$ cat config.mk
export PLATFORM = sky130hd
export DESIGN_NAME = mdu_seq
export DESIGN_NICKNAME = d
export VERILOG_FILES = /design/src/rtl/mdu_pkg.sv /design/src/rtl/mdu_div_core.sv /design/src/rtl/mdu_seq.sv
export SDC_FILE = /design/constraint.sdc
export NUM_CORES = 2
export LEC_CHECK = 0
export CAP_MARGIN = 10
export CORE_UTILIZATION = 40
export DETAILED_ROUTE_END_ITERATION = 8
export SETUP_SLACK_MARGIN = 0.2
export SLEW_MARGIN = 10
export SYNTH_ARGS = -nofsm -noshare
export SYNTH_HDL_FRONTEND = slang
export SYNTH_SLANG_ARGS = --single-unit
$ cat constraint.sdc
create_clock -name clk -period 11.75 [get_ports clk]
set_input_delay 1.7625 -clock clk [delete_from_list [all_inputs] [get_ports clk]]
set_output_delay 1.7625 -clock clk [all_outputs]
set_load 0.01 [all_outputs]
$ cat src/rtl/mdu_pkg.sv
// rtl/mdu_pkg.sv - shared types, opcodes and helpers for the multiply/divide sequencer
// Optional build macro used by this block: MDU_DIV_ZERO_FAST_EN
package mdu_pkg;

    typedef enum logic [1:0] {
        ST_IDLE = 2'd0,
        ST_MUL  = 2'd1,
        ST_DIV  = 2'd2,
        ST_DONE = 2'd3
    } mdu_state_e;

    localparam int MUL_LAT_DEF = 2;
    localparam int DIV_CYCLES  = 33;

    localparam logic [7:0] EXE_MULT_OP  = 8'b0001_1000;
    localparam logic [7:0] EXE_MULTU_OP = 8'b0001_1001;
    localparam logic [7:0] EXE_DIV_OP   = 8'b0001_1010;
    localparam logic [7:0] EXE_DIVU_OP  = 8'b0001_1011;

    function automatic logic [31:0] abs32(input logic [31:0] v, input logic is_signed);
        return (is_signed && v[31]) ? (32'd0 - v) : v;
    endfunction

endpackage

$ cat src/rtl/mdu_div_core.sv
// rtl/mdu_div_core.sv - 32-iteration restoring divider on magnitudes with final sign fix
module mdu_div_core
    import mdu_pkg::*;
#(
    parameter int DIV_ITER = 32
) (
    input  logic        clk,
    input  logic        rst,
    input  logic        i_kill,
    input  logic        i_start,
    input  logic        i_signed,
    input  logic [31:0] i_dividend,
    input  logic [31:0] i_divisor,
    output logic        o_done,
    output logic [31:0] o_quot,
    output logic [31:0] o_rem
);

    logic        r_busy;
    logic [4:0]  r_cnt;
    logic [31:0] r_quot;
    logic [31:0] r_rem;
    logic [31:0] r_dvs;
    logic        r_neg_q;
    logic        r_neg_r;

    logic [32:0] w_rem_sh;
    logic        w_ge;
    logic [31:0] w_rem_nx;
    logic [31:0] w_quot_nx;

    assign w_rem_sh  = {r_rem, r_quot[31]};
    assign w_ge      = (w_rem_sh >= {1'b0, r_dvs});
    assign w_rem_nx  = w_ge ? 32'(w_rem_sh - {1'b0, r_dvs}) : w_rem_sh[31:0];
    assign w_quot_nx = {r_quot[30:0], w_ge};

    // Result is presented combinationally during the final iteration so the
    // sequencer can register it on the same edge it enters DONE.
    assign o_done = r_busy && (r_cnt == 5'(DIV_ITER - 1));
    assign o_quot = r_neg_q ? (32'd0 - w_quot_nx) : w_quot_nx;
    assign o_rem  = r_neg_r ? (32'd0 - w_rem_nx)  : w_rem_nx;

    always_ff @(posedge clk) begin
        if (rst || i_kill) begin
            r_busy  <= 1'b0;
            r_cnt   <= 5'd0;
            r_quot  <= 32'd0;
            r_rem   <= 32'd0;
            r_dvs   <= 32'd0;
            r_neg_q <= 1'b0;
            r_neg_r <= 1'b0;
        end else if (i_start) begin
            r_busy  <= 1'b1;
            r_cnt   <= 5'd0;
            r_quot  <= abs32(i_dividend, i_signed);
            r_rem   <= 32'd0;
            r_dvs   <= abs32(i_divisor, i_signed);
            // A zero divisor keeps the all-ones quotient regardless of signs.
            r_neg_q <= i_signed && (i_dividend[31] ^ i_divisor[31]) && (i_divisor != 32'd0);
            r_neg_r <= i_signed && i_dividend[31];
        end else if (r_busy) begin
            r_quot <= w_quot_nx;
            r_rem  <= w_rem_nx;
            r_cnt  <= r_cnt + 5'd1;
            if (o_done) begin
                r_busy <= 1'b0;
            end
        end
    end

endmodule

$ cat src/rtl/mdu_seq.sv
// rtl/mdu_seq.sv - EX-stage multiply/divide sequencer with pipeline stall and HI/LO write
// Build macro MDU_DIV_ZERO_FAST_EN: single-cycle divide-by-zero with div_zero_o strobe.
module mdu_seq
    import mdu_pkg::*;
#(
    parameter int MUL_LAT  = MUL_LAT_DEF,
    parameter int DIV_ITER = 32
) (
    input  logic        clk,
    input  logic        rst,
    input  logic        flush_i,
    input  logic        valid_i,
    input  logic [7:0]  alucontrol_i,
    input  logic [31:0] src_a_i,
    input  logic [31:0] src_b_i,
    output logic        stall_o,
    output logic        busy_o,
    output logic        hilo_we_o,
    output logic [31:0] hi_o,
    output logic [31:0] lo_o
`ifdef MDU_DIV_ZERO_FAST_EN
    ,
    output logic        div_zero_o
`endif
);

    localparam logic [3:0] MCNT_INIT = 4'(MUL_LAT - 1);

    mdu_state_e  r_state;
    mdu_state_e  w_next;
    logic [31:0] r_a;
    logic [31:0] r_b;
    logic        r_signed;
    logic [3:0]  r_mcnt;

    logic        w_is_mul;
    logic        w_is_div;
    logic        w_is_signed;
    logic        w_start;
    logic        w_dz_fast;
    logic        w_div_start;
    logic        w_div_done;
    logic [31:0] w_div_quot;
    logic [31:0] w_div_rem;
    logic [31:0] w_ma;
    logic [31:0] w_mb;
    logic        w_ms;
    logic [63:0] w_prod;

    assign w_is_mul    = (alucontrol_i == EXE_MULT_OP) || (alucontrol_i == EXE_MULTU_OP);
    assign w_is_div    = (alucontrol_i == EXE_DIV_OP)  || (alucontrol_i == EXE_DIVU_OP);
    assign w_is_signed = (alucontrol_i == EXE_MULT_OP) || (alucontrol_i == EXE_DIV_OP);
    assign w_start     = valid_i && !flush_i && (r_state == ST_IDLE) && (w_is_mul || w_is_div);

`ifdef MDU_DIV_ZERO_FAST_EN
    logic r_dz;
    assign w_dz_fast  = w_is_div && (src_b_i == 32'd0);
    assign div_zero_o = hilo_we_o && r_dz;
`else
    assign w_dz_fast  = 1'b0;
`endif

    assign w_div_start = w_start && w_is_div && !w_dz_fast;

    // Live operands are only needed when a single-cycle multiply finishes from IDLE.
    assign w_ma   = (r_state == ST_IDLE) ? src_a_i     : r_a;
    assign w_mb   = (r_state == ST_IDLE) ? src_b_i     : r_b;
    assign w_ms   = (r_state == ST_IDLE) ? w_is_signed : r_signed;
    assign w_prod = {(w_ms ? {32{w_ma[31]}} : 32'd0), w_ma}
                  * {(w_ms ? {32{w_mb[31]}} : 32'd0), w_mb};

    mdu_div_core #(
        .DIV_ITER (DIV_ITER)
    ) u_div (
        .clk        (clk),
        .rst        (rst),
        .i_kill     (flush_i),
        .i_start    (w_div_start),
        .i_signed   (w_is_signed),
        .i_dividend (src_a_i),
        .i_divisor  (src_b_i),
        .o_done     (w_div_done),
        .o_quot     (w_div_quot),
        .o_rem      (w_div_rem)
    );

    always_comb begin
        w_next = r_state;
        case (r_state)
            ST_IDLE: begin
                if (w_start) begin
                    if (w_is_div) begin
                        w_next = w_dz_fast ? ST_DONE : ST_DIV;
                    end else begin
                        w_next = (MUL_LAT == 1) ? ST_DONE : ST_MUL;
                    end
                end
            end
            ST_MUL:  if (r_mcnt == 4'd1) w_next = ST_DONE;
            ST_DIV:  if (w_div_done)     w_next = ST_DONE;
            ST_DONE: w_next = ST_IDLE;
            default: w_next = ST_IDLE;
        endcase
        if (flush_i) begin
            w_next = ST_IDLE;
        end
    end

    assign stall_o   = (w_start || (r_state == ST_MUL) || (r_state == ST_DIV)) && !flush_i;
    assign busy_o    = (r_state != ST_IDLE);
    assign hilo_we_o = (r_state == ST_DONE) && !flush_i;

    always_ff @(posedge clk) begin
        if (rst) begin
            r_state  <= ST_IDLE;
            r_a      <= 32'd0;
            r_b      <= 32'd0;
            r_signed <= 1'b0;
            r_mcnt   <= 4'd0;
            hi_o     <= 32'd0;
            lo_o     <= 32'd0;
`ifdef MDU_DIV_ZERO_FAST_EN
            r_dz     <= 1'b0;
`endif
        end else begin
            r_state <= w_next;
            if (w_start) begin
                r_a      <= src_a_i;
                r_b      <= src_b_i;
                r_signed <= w_is_signed;
                r_mcnt   <= MCNT_INIT;
            end else if (r_state == ST_MUL) begin
                r_mcnt <= r_mcnt - 4'd1;
            end
            if ((w_next == ST_DONE) && (r_state != ST_DONE)) begin
                if (r_state == ST_DIV) begin
                    hi_o <= w_div_rem;
                    lo_o <= w_div_quot;
                end else if (w_dz_fast) begin
                    hi_o <= src_a_i;
                    lo_o <= 32'hFFFF_FFFF;
                end else begin
                    hi_o <= w_prod[63:32];
                    lo_o <= w_prod[31:0];
                end
`ifdef MDU_DIV_ZERO_FAST_EN
                r_dz <= w_dz_fast;
`endif
            end
        end
    end

endmodule

Word level (Yosys, flattened, before mapping) --
Cells that the tools add are included.
Cells by class: multiplexer cells 25, multiply operators 1, add/subtract/negate cells 7, reduce and logical (&&, ||, !) cells 27, bitwise gates (word level) 1, order comparisons 1, equal/unequal tests 11
Operator list (number):
- 32-bit two-way mux | 13
- 1-bit by 32-bit subtractor with 32-bit output (first input constant) | 4
- 64-bit by 64-bit multiplier with 64-bit output | 1
- 33-bit by 32-bit >= comparator with 1-bit output | 1
- 8-bit by 5-bit == test with 1-bit output (second input constant) | 4
- 32-bit nonzero test | 1
- 32-bit subtractor | 1
- 1-bit logical AND | 12
- 2-bit two-way mux | 5
- 2-bit one-hot mux with 4 select lines | 1
- 1-bit logical OR | 7
- 2-bit == test (second input constant) | 3
- 1-bit two-way mux | 6
- 2-bit nonzero test | 3
- 5-bit by 1-bit adder with 5-bit output (second input constant) | 1
- 5-bit == test (second input constant) | 1
- 4-bit by 1-bit == test with 1-bit output (second input constant) | 1
- 2-bit OR reduction | 2
- 4-bit by 1-bit subtractor with 4-bit output (second input constant) | 1
- 2-bit by 1-bit == test with 1-bit output (second input constant) | 1
- 2-bit zero test | 1
- 2-bit != test (second input constant) | 1
- 1-bit zero test | 1
- 1-bit XOR | 1
Word-level totals: register bits after elaboration 239, logic and storage cells 88, bits of input ports 76, output and inout port bits 67

Longest topological paths before layout --
depth in word-level cells 9, depth in mapped cells 41, gate-level depth less buffers 37

Modules after synthesis --
Synthesis repeated with hierarchy kept, for this count alone.
Unflattened totals: cells, all modules 7316, area, all modules 62596.3 um^2
By module, submodules not included:
- mdu_seq | cells an instance 6062, area an instance 53174.7 um^2, times used 1, sequential area each 2702.6 um^2
- mdu_div_core | cells an instance 1254, area an instance 9421.5 um^2, times used 1, sequential area each 2082.0 um^2

Worst setup path after synthesis --
Ideal clock, no wire load.
kind input port to flip-flop, start point input alucontrol_i[5], end point register hi_o[26], required time 11.647 ns, setup time 0.103 ns, cell stages on the path 33, buffers on the path 2, arrival 11.555 ns, setup slack 0.091 ns, cells stage by stage nor4b_1 and4bb_2 mux2_2 and2_1 clkbuf_1 clkbuf_1 nand2_1 fa_1 inv_1 fa_1 fa_1 inv_1 fa_1 inv_1 fa_1 fa_1 fa_1 fa_1 fa_1 inv_1 fa_1 inv_1 ha_1 a21o_1 a21o_1 a21o_1 a2111o_1 o21ai_1 o221ai_1 a221o_1 a21oi_1 xor2_1 a2111oi_2
Between the ends: cells in the longest elaborated chain, start to end 9, elaborated cells on any way between the ends 20, those cells by class mul (1); eq/ne (5); mux (8); reduce/logical (6)
Ends and longest elaborated chain:
- from (decl) | RTL line mdu_seq.sv:13 | input logic [7:0] alucontrol_i,
- parallel branches: the longest is 9 deep, another holds 64-bit by 64-bit multiplier with 64-bit output
- to (signal assigned) | RTL line mdu_seq.sv:137 | hi_o <= w_div_rem;
- to (signal assigned) | RTL line mdu_seq.sv:140 | hi_o <= src_a_i;
- to (signal assigned) | RTL line mdu_seq.sv:143 | hi_o <= w_prod[63:32];
- to (decl) | RTL line mdu_seq.sv:19 | output logic [31:0] hi_o,
Parallel ways; which one is timed is not known. A chain may end at the register's enable or synchronous reset.

Worst setup path after layout --
start point input src_b_i[2], end point register hi_o[26]
Between the ends: cells in the longest elaborated chain, start to end 3
Ends and longest elaborated chain:
- from (decl) | RTL line mdu_seq.sv:15 | input logic [31:0] src_b_i,
- 32-bit two-way mux | RTL line mdu_seq.sv:67 | assign w_mb = (r_state == ST_IDLE) ? src_b_i : r_b;
- 64-bit by 64-bit multiplier with 64-bit output | RTL line mdu_seq.sv:70 | * {(w_ms ? {32{w_mb[31]}} : 32'd0), w_mb};
- 32-bit two-way mux | RTL line mdu_seq.sv:136 | if (r_state == ST_DIV) begin
No other way between the ends.

==> impl_metrics.yaml <==
layout:
  layout-drive-gt1-share: 0.0795
  area_growth_pct: 12.5
  utilization: 0.455
  seqCellArea_sq_mm: 0.00479
  mostFrequentLayoutCells: "inv_1, fa_1, nand2_1, nor2_1, buf_4"
  nNetsFinal: 9418
  multi_input_area_sq_mm: 0.0506
  layout_commonest_cell: "inv_1"
  n_fill_cell: 15200
  fin_area_sq_mm: 0.0704
  layout.cells.non_filler: 9641
synth:
  syn_nets: 9166
  synthCells: 7322
  ys_types: 92
  synth.avg_cell_area_sq_um: 8.55
  seq_area_frac_synth: 0.0764
  synth-simple-area-share: 0.145
  yosysWarnings: 0
  ys_ff_latch: 239
  ys.flop_type: "dfxtp_1"
  synth_edf_count: 0
  synth_top_family_by_area: "adder cells"
  synth_mux_area_frac: 0.0180
  synth_fa_ha_area_frac: 0.524
  synth_compound_area_frac: 0.0850
  synthArstFlopShare: 0
  synth_xor_xnor_area_share: 0.0331
  syn_area_sq_mm: 0.0626
critical_path:
  critical_path_class: "in2reg"
  timing.critical_path.from: "src_b_i[2]"
  critPathCaptureType: "flip-flop"
  timing.rr.start: "r_state[0]$_SDFF_PP0_"
  cpMaxStageDelayCell: "fa_1"
  path_max_fanout: 26
  startpoint_type: "input port"
  r2r_slack_ns: 0.92
  endpoint: "hi_o[26]$_SDFFE_PP0P_"
  max_stage_delay_ns: 0.58
  ff2ff_path_depth: 34
  arrival_ns: 11.69
  crit_path_frequent_cell: "fa_1"
  r2r_end: "hi_o[26]$_SDFFE_PP0P_"
  worstPathRequired_ns: 12.21
worst_hold_path:
  min_path_type: "reg2reg"
  hold_depth: 2
place:
  hpwl_um: 191000
  dpl.cell_count: 9589
  placed_area_sq_mm: 0.0694
  io_buffer_count: 142
  place_congestion: 0.982
global_routing:
  grt-ovfl-total: 0
  grt_pass1_vias: 54100
  grt_pass1_wl_um: 346000
  grtUsageMet1: 0.390
  grt.busiest_layer: "met2"
  grt_use_met2: 0.484
  use_met3: 0.0455
  grt_max_degree: 113
  grt_antenna_before_repair: 13
  grt_use_total: 0.295
floorplanning:
  start_util: 0.405
  die_h_um: 398
  core_area_sq_mm: 0.155
  die_w_um: 398
  rows: 144
  io_pins: 143
  dieArea_sq_mm: 0.158
timing:
  min_period_ns: 11.23
  hold_viol: 0
  period_share: 0.956
  setup_violations: 0
  clock_skew_ns: 0.0187
  slew_violations: 0
  rsz0062_at_grt: "no"
  timing.slew.headroom: 0.319
  fmax_ghz: 0.0891
  tightest_slew_ns: 1.02
drt:
  wl_per_cell_um: 23.9
  antenna_left: 0
  drc: 0
  viasPerCell: 5.40
  detail_route.first_pass.iterations: 6
  drt_iter0_markers: 4559
  routed_wl_um: 230000
  route.vias.total: 52000
cts:
  htree_levels: 1
  root_buffer: "clkbuf_16"
  cts.clk_slew.worst_paths_ns: 0.06
  cts_max_path_buffers: 3
  cts_buffers: 27
  clk-insertion-delay-late_ns: 0.57
  cts_sinks: 239
  cts_tree: "built"
outcome:
  status: "complete, no violations"
run:
  maxCapViolCount: 0
==> through the flow <==
stage	setup WS (ns)	hold WS, ns	TNS (ns)
2_1_floorplan	0.310	0.432	0
3_3_place_gp	-0.117	0.438	-0.515
3_5_place_dp	-0.179	0.443	-1.05
4_1_cts	0.378	0.453	0
5_1_grt	0.198	0.465	0
6_report	0.522	0.451	0
==> worst min path at each step <==
stage / from / endpoint / slack [ns]
final: r_b[21]$_SDFFE_PP0P_ / r_b[21]$_SDFFE_PP0P_ / 0.45
after global routing: r_a[31]$_SDFFE_PP0P_ / r_a[31]$_SDFFE_PP0P_ / 0.47
after CTS: r_b[3]$_SDFFE_PP0P_ / r_b[3]$_SDFFE_PP0P_ / 0.45
after detailed placement: r_b[3]$_SDFFE_PP0P_ / r_b[3]$_SDFFE_PP0P_ / 0.44
after global placement: r_b[2]$_SDFFE_PP0P_ / r_b[2]$_SDFFE_PP0P_ / 0.44
after floorplan: u_div.r_dvs[31]$_SDFFE_PP0P_ / u_div.r_dvs[31]$_SDFFE_PP0P_ / 0.43
==> timing repair <==
| action | 4_1_cts | 5_1_grt |
|---|---|---|
| endpoints found under the setup margin | 0 | 12 |
| hold buffers | 0 | 0 |
| buffers inserted | 0 | 0 |
| gates resized for setup | 0 | 19 |
==> state kept, by name, summed over array words and instances (netlist names) <==
name / flops
hi_o: 32
lo_o: 32
r_a: 32
r_b: 32
r_mcnt: 4
r_signed: 1
r_state: 2
u_div.r_busy: 1
u_div.r_cnt: 5
u_div.r_dvs: 32
u_div.r_neg_q: 1
u_div.r_neg_r: 1
u_div.r_quot: 32
u_div.r_rem: 32
==> per-layer routing <==
metal | share of wire | vias to the layer above
met5 | 0.00013 | -
met4 | 0.051 | 6
met3 | 0.085 | 461
met2 | 0.46 | 2328
met1 | 0.40 | 26600
li1 | - | 22600
==> cell families (layout without fill, tap and decap cells) <==
group,after synthesis,in the layout
simple gates,2201,2201
flops,239,239
fa+ha+maj,1768,1768
other cells,0,2
mux,112,112
compound gates,797,797
xor+xnor,237,237
buf+inv,1968,2241
==> cells in the mapped netlist, types with 6 or more instances <==
master / number / share of area
fa_1: 1420 / 0.45
nor2_1: 616 / 0.037
or3_1: 23 / 0.0023
a221o_1: 6 / 0.00096
o41ai_1: 15 / 0.0021
a31oi_1: 19 / 0.0019
nand3b_1: 9 / 0.0011
or4_1: 8 / 0.00096
a21boi_0: 9 / 0.0011
inv_1: 1605 / 0.096
mux2i_1: 108 / 0.017
and3_1: 28 / 0.0028
nor3_1: 74 / 0.0059
nor4_1: 23 / 0.0023
and4_1: 12 / 0.0017
xor2_1: 97 / 0.014
a311oi_1: 16 / 0.0022
and2_1: 25 / 0.0025
o21a_1: 24 / 0.0029
a21o_1: 54 / 0.0065
a22oi_1: 6 / 0.00072
o2111ai_1: 7 / 0.00098
xnor2_1: 140 / 0.020
ha_1: 348 / 0.070
nand2b_1: 14 / 0.0014
or2_2: 22 / 0.0022
o211ai_1: 30 / 0.0036
buf_2: 18 / 0.0014
buf_1: 33 / 0.0020
a21oi_1: 245 / 0.020
o21ai_0: 110 / 0.0088
nand2_1: 1238 / 0.074
clkbuf_1: 306 / 0.018
dfxtp_1: 239 / 0.076
a221oi_1: 8 / 0.0011
o31ai_1: 33 / 0.0040
o21bai_1: 20 / 0.0024
o21ai_1: 11 / 0.00088
nand3_1: 47 / 0.0038
a211oi_1: 104 / 0.012
a2111o_1: 6 / 0.0011
nor2b_1: 23 / 0.0023
nand4_1: 15 / 0.0015
nor3b_1: 8 / 0.00096
==> critical path: cells and delay by family <==
kind | cells | cell delay [ns]
buffers and inverters | 8 | 1.26
AOI/OAI and AO/OA | 9 | 2.43
adders and majority gates | 11 | 5.45
and+or+nand+nor | 3 | 0.64
xor gates and xnor gates | 1 | 0.10
==> cell type report <==
| cell class | count | area share |
|---|---|---|
| antenna | 2 | 0.0000711 |
| clock buffer | 32 | 0.0106 |
| clock inverter | 18 | 0.00359 |
| inverter | 1607 | 0.0857 |
| multi-input combinational | 5115 | 0.719 |
| sequential | 239 | 0.0680 |
| tap | 2044 | 0.0363 |
| timing repair buffer | 584 | 0.0767 |
Power is not shown: default switching activity piles up to over one toggle a cycle in this logic, so the estimate is an artifact.
